[src/rtl/axi_rd_arbiter.sv]
// Round-robin read arbiter: icache/dcache miss engines onto one AXI4 AR/R port.
// Latency: request sampled in IDLE -> arvalid next cycle; R beats forwarded combinationally.
// Backpressure: AR payload held until arready; rready follows the owning cache's data_ready.
//
// Ports:
//   clk, rst                    : clock, synchronous active-high reset
//   i_r_* / i_ret_* / i_r_data* : icache read request and return interface
//   d_r_* / d_ret_* / d_r_data* : dcache read request and return interface
//   ar*                         : AXI4 read address channel (master side)
//   r*                          : AXI4 read data channel (master side); rid/rresp unused
module axi_rd_arbiter (
  input  logic        clk,
  input  logic        rst,
  // icache
  input  logic        i_r_req,
  input  logic [31:0] i_r_addr,
  input  logic [2:0]  i_r_size,
  input  logic [7:0]  i_r_length,
  output logic        i_r_rdy,
  output logic        i_ret_valid,
  output logic        i_ret_last,
  output logic [31:0] i_r_data,
  input  logic        i_r_data_ready,
  // dcache
  input  logic        d_r_req,
  input  logic [31:0] d_r_addr,
  input  logic [2:0]  d_r_size,
  input  logic [7:0]  d_r_length,
  output logic        d_r_rdy,
  output logic        d_ret_valid,
  output logic        d_ret_last,
  output logic [31:0] d_r_data,
  input  logic        d_r_data_ready,
  // AXI4 AR channel
  output logic [3:0]  arid,
  output logic [31:0] araddr,
  output logic [7:0]  arlen,
  output logic [2:0]  arsize,
  output logic [1:0]  arburst,
  output logic        arvalid,
  input  logic        arready,
  // AXI4 R channel
  input  logic [3:0]  rid,
  input  logic [31:0] rdata,
  input  logic [1:0]  rresp,
  input  logic        rlast,
  input  logic        rvalid,
  output logic        rready
);

  typedef enum logic [1:0] {
    S_IDLE = 2'd0,
    S_ADDR = 2'd1,
    S_DATA = 2'd2
  } state_t;

  state_t      r_state;
  state_t      w_next_state;

  logic        r_owner;       // 0 = icache, 1 = dcache
  logic        r_last_grant;  // client granted most recently
  logic [31:0] r_araddr;
  logic [7:0]  r_arlen;
  logic [2:0]  r_arsize;
  logic [3:0]  r_arid;

  logic        w_any_req;
  logic        w_grant_d;
  logic        w_rready;

  // Steering is by owner only; ID and response code are not consulted.
  logic        w_unused;
  assign w_unused = ^{rid, rresp};

  assign w_any_req = i_r_req | d_r_req;
  // dcache wins if it is the sole requester, or on a tie when it was not last served.
  assign w_grant_d = d_r_req & (~i_r_req | ~r_last_grant);

  assign araddr  = r_araddr;
  assign arlen   = r_arlen;
  assign arsize  = r_arsize;
  assign arid    = r_arid;
  assign arburst = 2'b01;
  assign rready  = w_rready;

  always_ff @(posedge clk) begin
    if (rst) begin
      r_state <= S_IDLE;
    end else begin
      r_state <= w_next_state;
    end
  end

  always_comb begin
    w_next_state = r_state;
    arvalid      = 1'b0;
    w_rready     = 1'b0;
    i_r_rdy      = 1'b0;
    d_r_rdy      = 1'b0;
    i_ret_valid  = 1'b0;
    i_ret_last   = 1'b0;
    i_r_data     = 32'd0;
    d_ret_valid  = 1'b0;
    d_ret_last   = 1'b0;
    d_r_data     = 32'd0;
    case (r_state)
      S_IDLE: begin
        if (w_any_req) begin
          w_next_state = S_ADDR;
        end
      end
      S_ADDR: begin
        arvalid = 1'b1;
        if (arready) begin
          d_r_rdy      = r_owner;
          i_r_rdy      = ~r_owner;
          w_next_state = S_DATA;
        end
      end
      S_DATA: begin
        w_rready = r_owner ? d_r_data_ready : i_r_data_ready;
        if (r_owner) begin
          d_ret_valid = rvalid;
          d_ret_last  = rlast;
          d_r_data    = rdata;
        end else begin
          i_ret_valid = rvalid;
          i_ret_last  = rlast;
          i_r_data    = rdata;
        end
        if (rvalid && w_rready && rlast) begin
          w_next_state = S_IDLE;
        end
      end
      default: begin
        w_next_state = S_IDLE;
      end
    endcase
  end

  // Grant bookkeeping and AR payload; only loaded when a grant is made in IDLE,
  // so the payload stays frozen through ADDR and DATA.
  always_ff @(posedge clk) begin
    if (rst) begin
      r_owner      <= 1'b0;
      r_last_grant <= 1'b0;
      r_araddr     <= 32'd0;
      r_arlen      <= 8'd0;
      r_arsize     <= 3'd0;
      r_arid       <= 4'd0;
    end else if (r_state == S_IDLE && w_any_req) begin
      r_owner      <= w_grant_d;
      r_last_grant <= w_grant_d;
      r_araddr     <= w_grant_d ? d_r_addr   : i_r_addr;
      r_arlen      <= w_grant_d ? d_r_length : i_r_length;
      r_arsize     <= w_grant_d ? d_r_size   : i_r_size;
      r_arid       <= {3'd0, w_grant_d};
    end
  end

endmodule

[config.mk]
export PLATFORM = sky130hd
export DESIGN_NAME = axi_rd_arbiter
export DESIGN_NICKNAME = d
export VERILOG_FILES = /design/src/rtl/axi_rd_arbiter.sv
export SDC_FILE = /design/constraint.sdc
export NUM_CORES = 1
export LEC_CHECK = 0
export BUFFER_PORTS_ARGS = -buffer_cell sky130_fd_sc_hd__clkbuf_2
export CAP_MARGIN = 40
export CORE_AREA = 5 5 96 98
export DETAILED_ROUTE_END_ITERATION = 12
export DIE_AREA = 0 0 101 103
export PLACE_DENSITY = 0.76
export SYNTH_ARGS = -nofsm -noshare
export SYNTH_HDL_FRONTEND = slang
export SYNTH_SLANG_ARGS = --single-unit
[constraint.sdc]
create_clock -name clk -period 1.9 [get_ports clk]
set_input_delay 0.38 -clock clk [delete_from_list [all_inputs] [get_ports clk]]
set_output_delay 0.38 -clock clk [all_outputs]
set_load 0.02 [all_outputs]
# Yosys cells after proc, flatten, opt, wreduce, memory -nomap -nowiden
# Index checks and enable logic that the tools add are counted.
# word_totals
wordCells,46
out_inout_bits,121
reg_bits,46
input_bits,133
# op_classes
reduce_logical,5
mux,26
n_eq_ne,5
bitwise_logic,5
# op_table
cell,n
$mux W32,5
$mux W1,15
$mux W8,1
$mux W2,3
$ne A2 B2 Y1 const B,3
$pmux W2 S3,1
$logic_and A1 B1 Y1,3
$mux W3,1
$reduce_and A3 Y1,1
$eq A2 B1 Y1 const B,1
$eq A2 B2 Y1 const B,1
$logic_not A2 Y1,1
$not A1 Y1,2
$or A1 B1 Y1,2
$and A1 B1 Y1,1

# Logic depth before layout (Yosys ltp)
# depth
word_depth,5
mapped_depth,6
ltp_nobuf,3

# Worst setup path before layout
# OpenSTA, ideal clock, no wires.
# synth_timing
path_type,reg-to-output
start,register r_state[0]
end,output d_r_rdy
arrival_time_ns,1.214
path_stages_with_launch,4
t_required_ns,1.520
setup_slack_ns,0.306
path_buffers,0
path_cell_list,dfxtp_1 -> nor2b_1 -> nand2_1 -> nor2_1
# synth_between
elab_chain_len,2
# synth_lines
item,line_no,rtl
"start, declared",57,state_t r_state;
"start signal, assigned",90,r_state <= w_next_state;
$eq A2 B1 Y1,106,case (r_state)
$mux W1,106,
"end, declared",29,"output logic d_r_rdy,"
# No other way between the ends.

# Worst setup path after layout
# layout_timing
start,register r_state[0]
end,output i_r_data[25]
# layout_between
elab_chain_len,2
# layout_lines
item,line_no,rtl
$eq A2 B2 Y1,106,
$mux W32,106,
"end, declared",22,"output logic [31:0] i_r_data,"
# No other way between the ends.

==> results <==
- The run finished with clean final reports.
- The met1 capacity usage during global routing is 20.9%.
- The number of clock buffers added by TritonCTS is 5.
- The area growth from synthesis to final layout is 51.1%.
- The dominant register cell in the synthesized netlist is dfxtp_1.
- The clock reaches the later pin of the worst-skew pair after 0.29 ns.
- The element type at the critical path start is a flip-flop.
- The classification of the worst-slack hold path is in -> reg.
- The power density over the cells is 696 nW/um2.
- The global-route layer with the greatest usage is met2.
- After filler insertion, the fill cell instance count of the layout stands at 815.
- For this block, the initial DRC count from the detailed router was 111.
- The sequential element share of the synthesized area is 31.8%.
- The global-route congestion overflow total is 0.
- The worst setup path is captured at an output port.
- Buffers added to address setup during post-CTS repair amount to 0.
- The Yosys step of the flow raised 0 warnings.
- In the final layout, the share of cells above drive strength 1 is 54.4%.
- The post-synth design cell area is 2890 um2.
- The share of synthesized area in the top cell type comes to 31.8%.
- Clock skew on the completed layout was measured at 0.00556 ns.
- The number of antenna violations at the first check in global routing is 0.
- In the post-synthesis netlist, the biggest area contributors are dfxtp_1, a311oi_2, and2_1, nand2_1, a21oi_1.
- Row generation in the floorplan step produced 34 rows.
- The total count of hold-check failures in the final report was 0.
- Clock tree synthesis selected as its root buffer the cell clkbuf_8.
- The instance count of the mapped netlist is 353.
- The number of enable flip-flop cells after synthesis is 0.
- By startpoint and endpoint, the worst setup path is classified as reg -> out.
- The placed wire-length estimate is 8430 um.
- After synthesis, the share of flip-flops with an asynchronous set or reset is 0%.
- STA puts the critical path data arrival time at 1.44 ns.
- The netlist uses 22 different library cells.
- The top-level port count is 254.
- The placer congestion estimate is 0.895.
- The first detailed-routing pass ran for 4 iterations.
- The total clock sinks is 46.
- The post-synthesis sequential element count is 46.
- The number of nets still failing antenna checks after routing is 0.
- Setup violations remaining at the end of the flow were counted as 0.
- The core region is 8380 um2.
- The footprint of the multi-input gates is 1780 um2.
- The per-cell routed wire length is 15.9 um.
- The accumulated negative setup slack is 0 ns.
- The count of maximum capacitance violations is 0.
- The detailed router placed 3,414 vias in this run.
- After clock tree synthesis, the clock-pin slew on the worst setup and hold paths is 0.09 ns.
- Entering global routing, the biggest net connects 44 pins.
- The final cycle utilization of the critical path is 95.9%.
- The average instance in the mapped netlist occupies 8.20 um2.
- The maximum clock insertion buffer count is 2.
- In the final layout, flip-flops and latches occupy 925 um2.
- The number of I/O port buffers is 242.
- The first-pass GRT wire length is 15,800 um.
- The commonest cells after synthesis are nand2_1, and2_1, dfxtp_1, a21oi_1, a311oi_2.
- Hold is met by 0.320 ns.
- In this run the worst path has a maximum fanout of 17.
- In the global route stage, overall resource usage came out at 18.9%.
- The CTS tree is yes.
- Summed over all layers, the routed wires come to 10,900 um.
- Measured in cells, the most critical reg-to-reg path has a length of 5.
- The full die area is 10,400 um2.
- The post-detailed-route DRC marker count is 0.
- The total count of max-transition violations in the final report is 0.
- The analysis attributes to cell leakage a power of 2.21 nW.
- The mean number of vias per cell is 4.97.
- Along the worst hold path, the cell count comes to 3.
- The highest attainable clock frequency is 549 MHz.
- For this configuration, the core starts out at a cell density of 34.5%.
- The most numerous cell in the Yosys netlist is nand2_1.
- The largest area contributor in the synthesized netlist is dfxtp_1.
- The die boundary height is 103 um.
- Global routing consumed, on the met3 layer, 5.35% of the routing resources.
- The die width is 101 um.
- The maximum vdd ir drop is 0.000380 V.
- The repair_antennas step left the layout with diodes totalling 0.
- The worst path needs 1.82 ns of the cycle, external delays included.
- In the final design database the tool counted 711 nets.
- The via count of the first global-routing pass is 3,356.
- Setup repair after global routing left no endpoint under its margin.
- The H-tree was split into 2 levels.
- The met2 global-route usage is 34.2%.
- Data on the critical path is required at its endpoint by 1.52 ns.
[placed cells by master, fill, tap and decap left out]
cell type     n
buf_6         2
a211oi_1      2
conb_1        5
nor2b_2       1
clkinvlp_4    1
a21boi_4      1
and2_4        1
a21oi_1      45
nand2_1      89
a21bo_2       1
buf_12        5
bufinv_16     1
dfxtp_2       3
clkbuf_16     1
buf_4         7
nand2b_1      1
clkbuf_8      5
or2_1         1
nor2_4        3
nor2_1        3
a311oi_2     40
a311oi_1      4
mux2i_1       1
dfxtp_1      43
inv_1         1
nand2b_4      1
clkbuf_2    240
and2_1       68
clkbuf_4      2
clkbuf_1      1
[metal layers]
metal	wire [um]	share of wire (%)
met1	4010	37
met3	1250	11
met2	5430	50
met4	251	2.3
met5	0	0
[worst paths after layout]
| path | endpoint | startpoint | slack, ns |
|---|---|---|---|
| min | arlen[2] | i_r_length[2] | 0.32 |
| max | i_r_data[25] | r_state[0] | 0.08 |
| min reg2reg | arlen[2] | arlen[2] | 0.53 |
| max reg2reg | araddr[31] | r_last_grant | 0.39 |
[flip-flops by register name (all words and copies together), names as in the netlist]
name / flops
r_state: 2
r_last_grant: 1
araddr: 32
arlen: 8
arsize: 3
[worst max-delay path, cell delays in order, from the launching register on]
cell and delay [ns]:
dfxtp_2 0.35, nand2b_4 0.17, nor2_4 0.15, clkbuf_16 0.18, and2_1 0.13, clkbuf_2 0.16
[stage by stage]
step	cell area [um2]	utilization, %	power (mW)	std cells	setup WS (ns)
floorplan	2910	-	1.91	356	0.306
global placement	4180	49.9	2.28	676	0.333
detailed placement	4180	49.9	2.31	676	0.274
CTS	4310	51.4	3.06	684	0.00421
global route	4370	52.2	3.20	687	0.00475
finish	4370	52.2	3.04	687	0.0788
[logic make-up after synthesis]
family	count (synthesis)	share of synthesized area [%]
other	2	0.260
DFF	46	31.8
and+or+nand+nor	168	28.2
AOI/OAI and AO/OA	93	31.0
buffers and inverters	43	8.39
muxes	1	0.346
[area by class of cell]
type / instances / area share (%)
clock inverters: 2 / 0.859
well taps: 108 / 3.09
flip-flops and latches: 46 / 21.2
multi-input cells: 267 / 40.8
repair buffers: 257 / 32.4
clock buffers: 6 / 1.66
inverters: 1 / 0.0859
[repair_timing]
item                                    CTS  global route
resized for setup                         4            13
endpoints found under the setup margin   59            70
gates cloned                              0             3
hold buffers                              0             0
[where the power goes]
group | switching [mW] | internal, mW | leakage (nW)
Clock | 0.347 | 0.393 | 0.0514
Sequential | 0.0753 | 1.09 | 0.383
Combinational | 0.683 | 0.452 | 1.78
Total | 1.11 | 1.94 | 2.21
Power figures use the tool's default switching activity.
